**config.mk**
```make
export PLATFORM = sky130hd
export DESIGN_NAME = midi_voice_alloc
export DESIGN_NICKNAME = d
export VERILOG_FILES = /design/src/rtl/midi_voice_alloc.sv
export SDC_FILE = /design/constraint.sdc
export NUM_CORES = 1
export LEC_CHECK = 0
export ABC_AREA = 1
export CAP_MARGIN = 20
export CORE_MARGIN = 3
export CORE_UTILIZATION = 25
export CTS_CLUSTER_DIAMETER = 100
export CTS_CLUSTER_SIZE = 8
export DETAILED_ROUTE_END_ITERATION = 8
export GPL_TIMING_DRIVEN = 0
export PLACE_DENSITY = 0.53
export SLEW_MARGIN = 25
export SYNTH_ARGS = -nofsm -noshare
export SYNTH_HDL_FRONTEND = slang
export SYNTH_SLANG_ARGS = --single-unit
```
**constraint.sdc**
```tcl
create_clock -name clk96 -period 3.5 [get_ports clk96]
set_input_delay 0.7 -clock clk96 [delete_from_list [all_inputs] [get_ports clk96]]
set_output_delay 0.7 -clock clk96 [all_outputs]
set_load 0.05 [all_outputs]
```
**src/rtl/midi_voice_alloc.sv**
```systemverilog
// Polyphonic voice allocator: scans the voice table per MIDI event and issues one voice write command.
// Optional VOICE_STEAL_EN: a note-on with no free voice steals the oldest held voice instead of dropping.
module midi_voice_alloc #(
   parameter int NUM_VOICES = 8,
   parameter int VIDX_W     = 3
) (
   input  logic                  clk96,
   input  logic                  rst,
   input  logic                  note_pressed,
   input  logic                  note_released,
   input  logic [6:0]            note,
   input  logic [6:0]            velocity,
   input  logic [3:0]            channel,
   output logic                  voice_we,
   output logic [VIDX_W-1:0]     voice_idx,
   output logic [6:0]            voice_note,
   output logic [6:0]            voice_vel,
   output logic                  voice_gate,
   output logic [NUM_VOICES-1:0] voices_active,
   output logic                  busy,
   output logic                  drop
);

   typedef enum logic [1:0] {S_IDLE, S_SCAN, S_WRITE} state_t;

   state_t                  state;
   logic [NUM_VOICES-1:0]   v_valid;
   logic [6:0]              v_note  [NUM_VOICES];
   logic [3:0]              v_chan  [NUM_VOICES];
   logic [7:0]              v_stamp [NUM_VOICES];
   logic [7:0]              seq;
   logic [VIDX_W-1:0]       scan_i;

   logic                    cur_off, pend_off, pend_full;
   logic [6:0]              cur_note, cur_vel, pend_note, pend_vel;
   logic [3:0]              cur_chan, pend_chan;

   logic                    free_found, match_found, old_found;
   logic [VIDX_W-1:0]       free_idx, match_idx, old_idx;
   logic [7:0]              old_age;

   logic                    ev, ev_off;
   logic [7:0]              age;
   logic                    alloc_ok;
   logic [VIDX_W-1:0]       alloc_idx;

   assign ev            = note_pressed | note_released;
   assign ev_off        = note_released | (velocity == 7'd0);
   assign age           = seq - v_stamp[scan_i];
   assign voices_active = v_valid;

   always_comb begin
      alloc_ok  = 1'b1;
      alloc_idx = old_idx;
      if (match_found) begin
         alloc_idx = match_idx;
      end else if (free_found) begin
         alloc_idx = free_idx;
      end else begin
`ifdef VOICE_STEAL_EN
         alloc_ok  = old_found;
`else
         alloc_ok  = 1'b0;
`endif
      end
   end

   always_ff @(posedge clk96) begin
      if (rst) begin
         state       <= S_IDLE;
         v_valid     <= '0;
         seq         <= '0;
         scan_i      <= '0;
         cur_off     <= 1'b0;
         cur_note    <= '0;
         cur_vel     <= '0;
         cur_chan    <= '0;
         pend_full   <= 1'b0;
         pend_off    <= 1'b0;
         pend_note   <= '0;
         pend_vel    <= '0;
         pend_chan   <= '0;
         free_found  <= 1'b0;
         match_found <= 1'b0;
         old_found   <= 1'b0;
         free_idx    <= '0;
         match_idx   <= '0;
         old_idx     <= '0;
         old_age     <= '0;
         voice_we    <= 1'b0;
         voice_idx   <= '0;
         voice_note  <= '0;
         voice_vel   <= '0;
         voice_gate  <= 1'b0;
         busy        <= 1'b0;
         drop        <= 1'b0;
         for (int unsigned i = 0; i < NUM_VOICES; i++) begin
            v_note[i]  <= '0;
            v_chan[i]  <= '0;
            v_stamp[i] <= '0;
         end
      end else begin
         voice_we <= 1'b0;
         drop     <= 1'b0;

         // While busy, new events queue into the single pending slot or are dropped.
         if (state != S_IDLE && ev) begin
            if (pend_full) begin
               drop <= 1'b1;
            end else begin
               pend_full <= 1'b1;
               pend_off  <= ev_off;
               pend_note <= note;
               pend_vel  <= velocity;
               pend_chan <= channel;
            end
         end

         case (state)
            S_IDLE: begin
               free_found  <= 1'b0;
               match_found <= 1'b0;
               old_found   <= 1'b0;
               scan_i      <= '0;
               if (pend_full) begin
                  cur_off  <= pend_off;
                  cur_note <= pend_note;
                  cur_vel  <= pend_vel;
                  cur_chan <= pend_chan;
                  // The slot frees as it is consumed, so a same-cycle event refills it.
                  pend_full <= ev;
                  if (ev) begin
                     pend_off  <= ev_off;
                     pend_note <= note;
                     pend_vel  <= velocity;
                     pend_chan <= channel;
                  end
                  state <= S_SCAN;
                  busy  <= 1'b1;
               end else if (ev) begin
                  cur_off  <= ev_off;
                  cur_note <= note;
                  cur_vel  <= velocity;
                  cur_chan <= channel;
                  state    <= S_SCAN;
                  busy     <= 1'b1;
               end
            end

            S_SCAN: begin
               if (!v_valid[scan_i]) begin
                  if (!free_found) begin
                     free_found <= 1'b1;
                     free_idx   <= scan_i;
                  end
               end else begin
                  if (!match_found && v_note[scan_i] == cur_note && v_chan[scan_i] == cur_chan) begin
                     match_found <= 1'b1;
                     match_idx   <= scan_i;
                  end
                  // Strict compare keeps the lowest index on equal age.
                  if (!old_found || age > old_age) begin
                     old_found <= 1'b1;
                     old_idx   <= scan_i;
                     old_age   <= age;
                  end
               end
               if (scan_i == VIDX_W'(NUM_VOICES - 1)) begin
                  state <= S_WRITE;
               end else begin
                  scan_i <= scan_i + 1'b1;
               end
            end

            S_WRITE: begin
               state <= S_IDLE;
               busy  <= 1'b0;
               if (cur_off) begin
                  if (match_found) begin
                     voice_we           <= 1'b1;
                     voice_idx          <= match_idx;
                     voice_note         <= cur_note;
                     voice_vel          <= '0;
                     voice_gate         <= 1'b0;
                     v_valid[match_idx] <= 1'b0;
                  end
               end else if (alloc_ok) begin
                  voice_we           <= 1'b1;
                  voice_idx          <= alloc_idx;
                  voice_note         <= cur_note;
                  voice_vel          <= cur_vel;
                  voice_gate         <= 1'b1;
                  v_valid[alloc_idx] <= 1'b1;
                  v_note[alloc_idx]  <= cur_note;
                  v_chan[alloc_idx]  <= cur_chan;
                  v_stamp[alloc_idx] <= seq;
                  seq                <= seq + 8'd1;
               end else begin
                  drop <= 1'b1;
               end
            end

            default: state <= S_IDLE;
         endcase
      end
   end

endmodule

```
After elaboration in Yosys (flattened, before gate mapping)
Memories as Yosys holds them, arrays and structs flattened. A register that Yosys moved wholly into a read port is not among the register bits. Index checks and enable logic that the tools add are counted.

$add $sub $neg: 3. $lt $le $gt $ge: 6. Equality and inequality tests: 13. Multiplexer cells: 102. Bitwise operators: 9. Reduce and logical (&&, ||, !) cells: 31.

Operator list (number): $mux W7 (21); $mux W3 (15); $mux W1 (42); $mux W4 (8); $mux W8 (4); $reduce_and A3 Y1 (7); $lt A3 B4 Y1 const B (3); $ne A2 B2 Y1 const B (6); $reduce_and A2 Y1 (5); $reduce_bool A2 Y1 (5); $add A8 B1 Y8 const B (1); $and A8 B8 Y8 (1); $gt A8 B8 Y1 (1); $not A8 Y8 (1); $or A8 B8 Y8 (1); $pmux W1 S2 (4); $reduce_or A8 Y1 (1); $sub A8 B8 Y8 (1); $eq A7 B7 Y1 (1); $logic_not A7 Y1 (1); $reduce_or A7 Y1 (1); $demux W1 S3 (2); $ge A3 B1 Y1 const B (2); $mux W2 (3); other kinds (18) (27).

Register bits after elaboration: 101. RAM bits: 152. Input port bits: 22. Output and inout port bits: 29. Word-level logic and storage cells: 194. Memories kept: 3.

Memories: v_stamp (depth 8, bits a word 8, read ports 1, clocked after memory_dff 1, wr ports 8, RTL line 30) `logic [7:0] v_stamp [NUM_VOICES];`; v_note (depth 8, bits a word 7, read ports 1, clocked after memory_dff 1, wr ports 8, RTL line 28) `logic [6:0] v_note [NUM_VOICES];`; v_chan (depth 8, bits a word 4, read ports 1, clocked after memory_dff 1, wr ports 8, RTL line 29) `logic [3:0] v_chan [NUM_VOICES];`.

Depth between registers and ports, before layout
Word-level depth: 9. Gate-level depth with buffers: 27. Mapped depth without buffers: 23.

Worst setup path after synthesis
Ideal clock, no wire load.

Path kind: reg2reg. Start point: register with a tool-made name. End point: register old_age[0]. Library setup time: 0.071 ns. Data arrival time: 3.612 ns. Data required time: 3.429 ns. Path slack: -0.183 ns. Cell stages (with the launch flop): 26. Buffers on the path: 5. Clock period less this slack: 3.683 ns. Cell sequence: dfxtp_1 > buf_6 > inv_8 > buf_6 > buf_2 > clkbuf_1 > o21ai_0 > a31oi_1 > ha_1 > inv_1 > fa_1 > nand3_1 > nand2_1 > nand2_1 > nand2_1 > a21oi_1 > xnor2_1 > ha_1 > nand2_1 > o21ai_0 > a21oi_1 > o21ai_2 > nand2_1 > buf_2 > or2_0 > a21oi_1.

RTL lines: to (signal assigned) (RTL line 165) `old_age <= age;`; to (decl) (RTL line 40) `logic [7:0] old_age;`.

==> impl_metrics.toml <==
[critical_path]
path_max_fanout = 6
cp_slowest_stage_delay_ns = 0.35
critPathKind = "flop to flop"
crit_top_cell = "nand2_1"
ff2ff_setup_slack_ns = -0.31
endpoint_kind = "flop"
critPathBufInv = 5
crit_slowest_cell = "fa_2"
cp_data_arrival_time_ns = 4.25
cp-start-kind = "flop"
critPathRequiredTime_ns = 3.94
r2r-end = "old_age[0]"
worstRegToRegCells = 25
cp_top_family = "simple AND/OR/NAND/NOR gates"

[clock_tree]
max-clock-path-buffers = 3
cts_tree = "yes"
htree_levels = 2
cts-root-buf = "clkbuf_16"
clk_pin_slew_ns = 0.05
clk_latency_ns = 0.52
clock-sinks = 256
cts_buffers = 37

[hold_path]
whs_path_depth = 2
hp-start = "pend_note[5]"
min_path_type = "flop to flop"
whs_endpoint = "pend_note[5]"

[synth]
synth-edff-count = 152
synth_compound_area_share_pct = 12.3
yosysWarnings = 0
yosysMostFrequentCell = "nand2_1"
yosys-top-cells-area = "edfxtp_1 (38%), dfxtp_1 (17%), nand2_1 (8.0%)"
async_reset_ff_share_pct = 0
ys_seq_elements = 256
synthFlopType = "edfxtp_1"
synthAdderAreaFrac_pct = 2.03
ys_types = 47
synthCells = 1404
synth_top_family_by_area = "simple AND/OR/NAND/NOR gates"
avgSynthCellArea_sq_um = 8.59
ys_top_cells_by_count = "nand2_1 (256), nor2_1 (235), edfxtp_1 (152)"
synth_fp_nets = 1445
synth_area_sq_mm = 0.0121
muxShareOfSynthArea_pct = 0
yosysSeqAreaShare_pct = 55.1
yosys.area_share.simple_pct = 21.4
synth_top_area_share_pct = 37.9
synth_xor_area_share_pct = 0.436
synth_largest_area_cell = "edfxtp_1"

[sta]
setup_viol = 12
period_share_pct = 109
rsz0062_at_grt = "yes"
worst_clock_skew_ns = 0.0143
fmax_mhz = 263
final.setup.worst_slack_ns = -0.307
hold_viol = 0
tightest_slew_ns = 1.06
period_needed_ns = 3.81
slew_viol_final = 0
slew_headroom_pct = 29.5

[outcome]
status = "finished with violations"
violations = "setup timing"

[layout]
area_growth_syn_to_layout_pct = 23.4
instances_no_fill = 2135
fillers = 4902
n_antenna_cell = 0
final_area_sq_mm = 0.0149
multi_input_area_sq_mm = 0.00458
utilization_pct = 31.6
seqCellArea_sq_mm = 0.00665
finalNetCount = 1555
drive_gt1_share_pct = 12.1

[pwr]
p_per_area_mw_per_mm2 = 512
vdd_drop_max_uv = 323
power_mw = 7.63
leakage_nw = 5.61

[die]
ios = 51
chipWidth_microns = 226
initial_utilization_pct = 25.6
dieArea_sq_mm = 0.0509
rows = 79
core_area_sq_mm = 0.0471
die_h_microns = 226

[global_route]
grt_pass1_vias = 9659
grt_overflow = 0
grt_max_degree = 29
track_usage_pct = 14.0
antenna_found_initial = 0
grt_pass1_wl_microns = 55600

[drt]
drc = 0
post_drt_wl_per_cell_microns = 17.0
wl_microns = 36400
drtIter0Drc = 696
dr.pass1.iters = 5
vias = 10052
via_per_inst = 4.71
ant_nets = 0

[placed_design]
place_hpwl_microns = 25400
dp_cells = 2061
place_area_sq_mm = 0.0134
port_buffers = 50
post-place-ws_ns = -0.859
place_congestion = 0.872

[run]
drv_cap = 0
## worst max path at each step
stage	cells after the start	slack, ns	to
final	25	-0.31	old_age[0]
after global routing	25	-0.51	old_age[0]
after CTS	25	-0.23	old_age[0]
after detailed placement	22	-0.86	old_age[0]
after global placement	22	-0.83	old_age[0]
after floorplan	26	0.02	old_age[0]
## kinds of logic after synthesis
group,count (synthesis)
buffers and inverters,242
adder cells (fa/ha/maj),19
AND/OR/NAND/NOR,626
AO/OA/AOI/OAI,255
flip-flops,256
XOR/XNOR,6
## where the power goes
part	total, mW	switching (mW)	internal [mW]
logic	0.978	0.641	0.337
clock network	3.27	1.30	1.97
registers	3.38	0.0565	3.32
## area by class of cell
type / count / share of cell area, %
well taps: 607 / 5.10
clock buffers: 51 / 6.72
clock inverters: 2 / 0.244
plain buffers: 71 / 3.36
inverters: 167 / 4.37
repair buffers: 75 / 4.78
flip-flops and latches: 256 / 44.7
multi-input cells: 906 / 30.7
## routing by layer
layer  part of all wire (%)  track usage, %  vias to the layer above
li1                       -               -                     4915
met1                     45            18.9                     4818
met2                     48            23.8                      270
met3                    4.9            2.00                       49
met4                    1.7            3.28                        0
met5                      0               0                        -
## per-stage QoR
stage	hold slack (ns)	setup TNS, ns
2_1_floorplan	0.425	0
3_3_place_gp	0.446	-9.29
3_5_place_dp	0.453	-9.53
5_1_grt	0.475	-4.81
4_1_cts	0.459	-2.27
6_report	0.460	-2.60
## cells in the final DEF (no fill, tap or decap), types with 16 or more instances in the layout
cell / instances
buf_2: 22
o21ai_0: 91
o221ai_1: 16
clkinv_1: 18
dfxtp_1: 103
clkbuf_1: 36
clkbuf_16: 38
edfxtp_1: 152
nor2_1: 230
inv_1: 141
clkdlybuf4s50_1: 50
buf_4: 28
nand3_1: 101
a21oi_1: 60
nand2_1: 250
## worst register-to-register path, delay by kind of cell, from the launching register on
kind	cells	cell delay, ns
adders and majority gates	3	0.89
and+or+nand+nor	10	0.94
AOI/OAI and AO/OA	6	0.89
buffers and inverters	5	0.60
xor gates and xnor gates	1	0.09
DFF	1	0.33
## registers in the layout (all words and copies together), names as in the netlist, 4 cells and up, named ones only
| name | count |
|---|---|
| v_note | 56 |
| voice_note | 7 |
| pend_chan | 4 |
| cur_vel | 7 |
| v_chan | 32 |
| pend_note | 7 |
| cur_chan | 4 |
| seq | 8 |
| voices_active | 8 |
| cur_note | 7 |
| old_age | 8 |
| v_stamp | 64 |
| pend_vel | 7 |
| voice_vel | 7 |
## what timing repair did
item,4_1_cts,5_1_grt
setup endpoints to repair,12,12
gates cloned,1,0
resized for setup,68,30
buffers inserted,21,5
hold buffers,0,0
pin swaps,23,19
(Power assumes the default switching activity.)
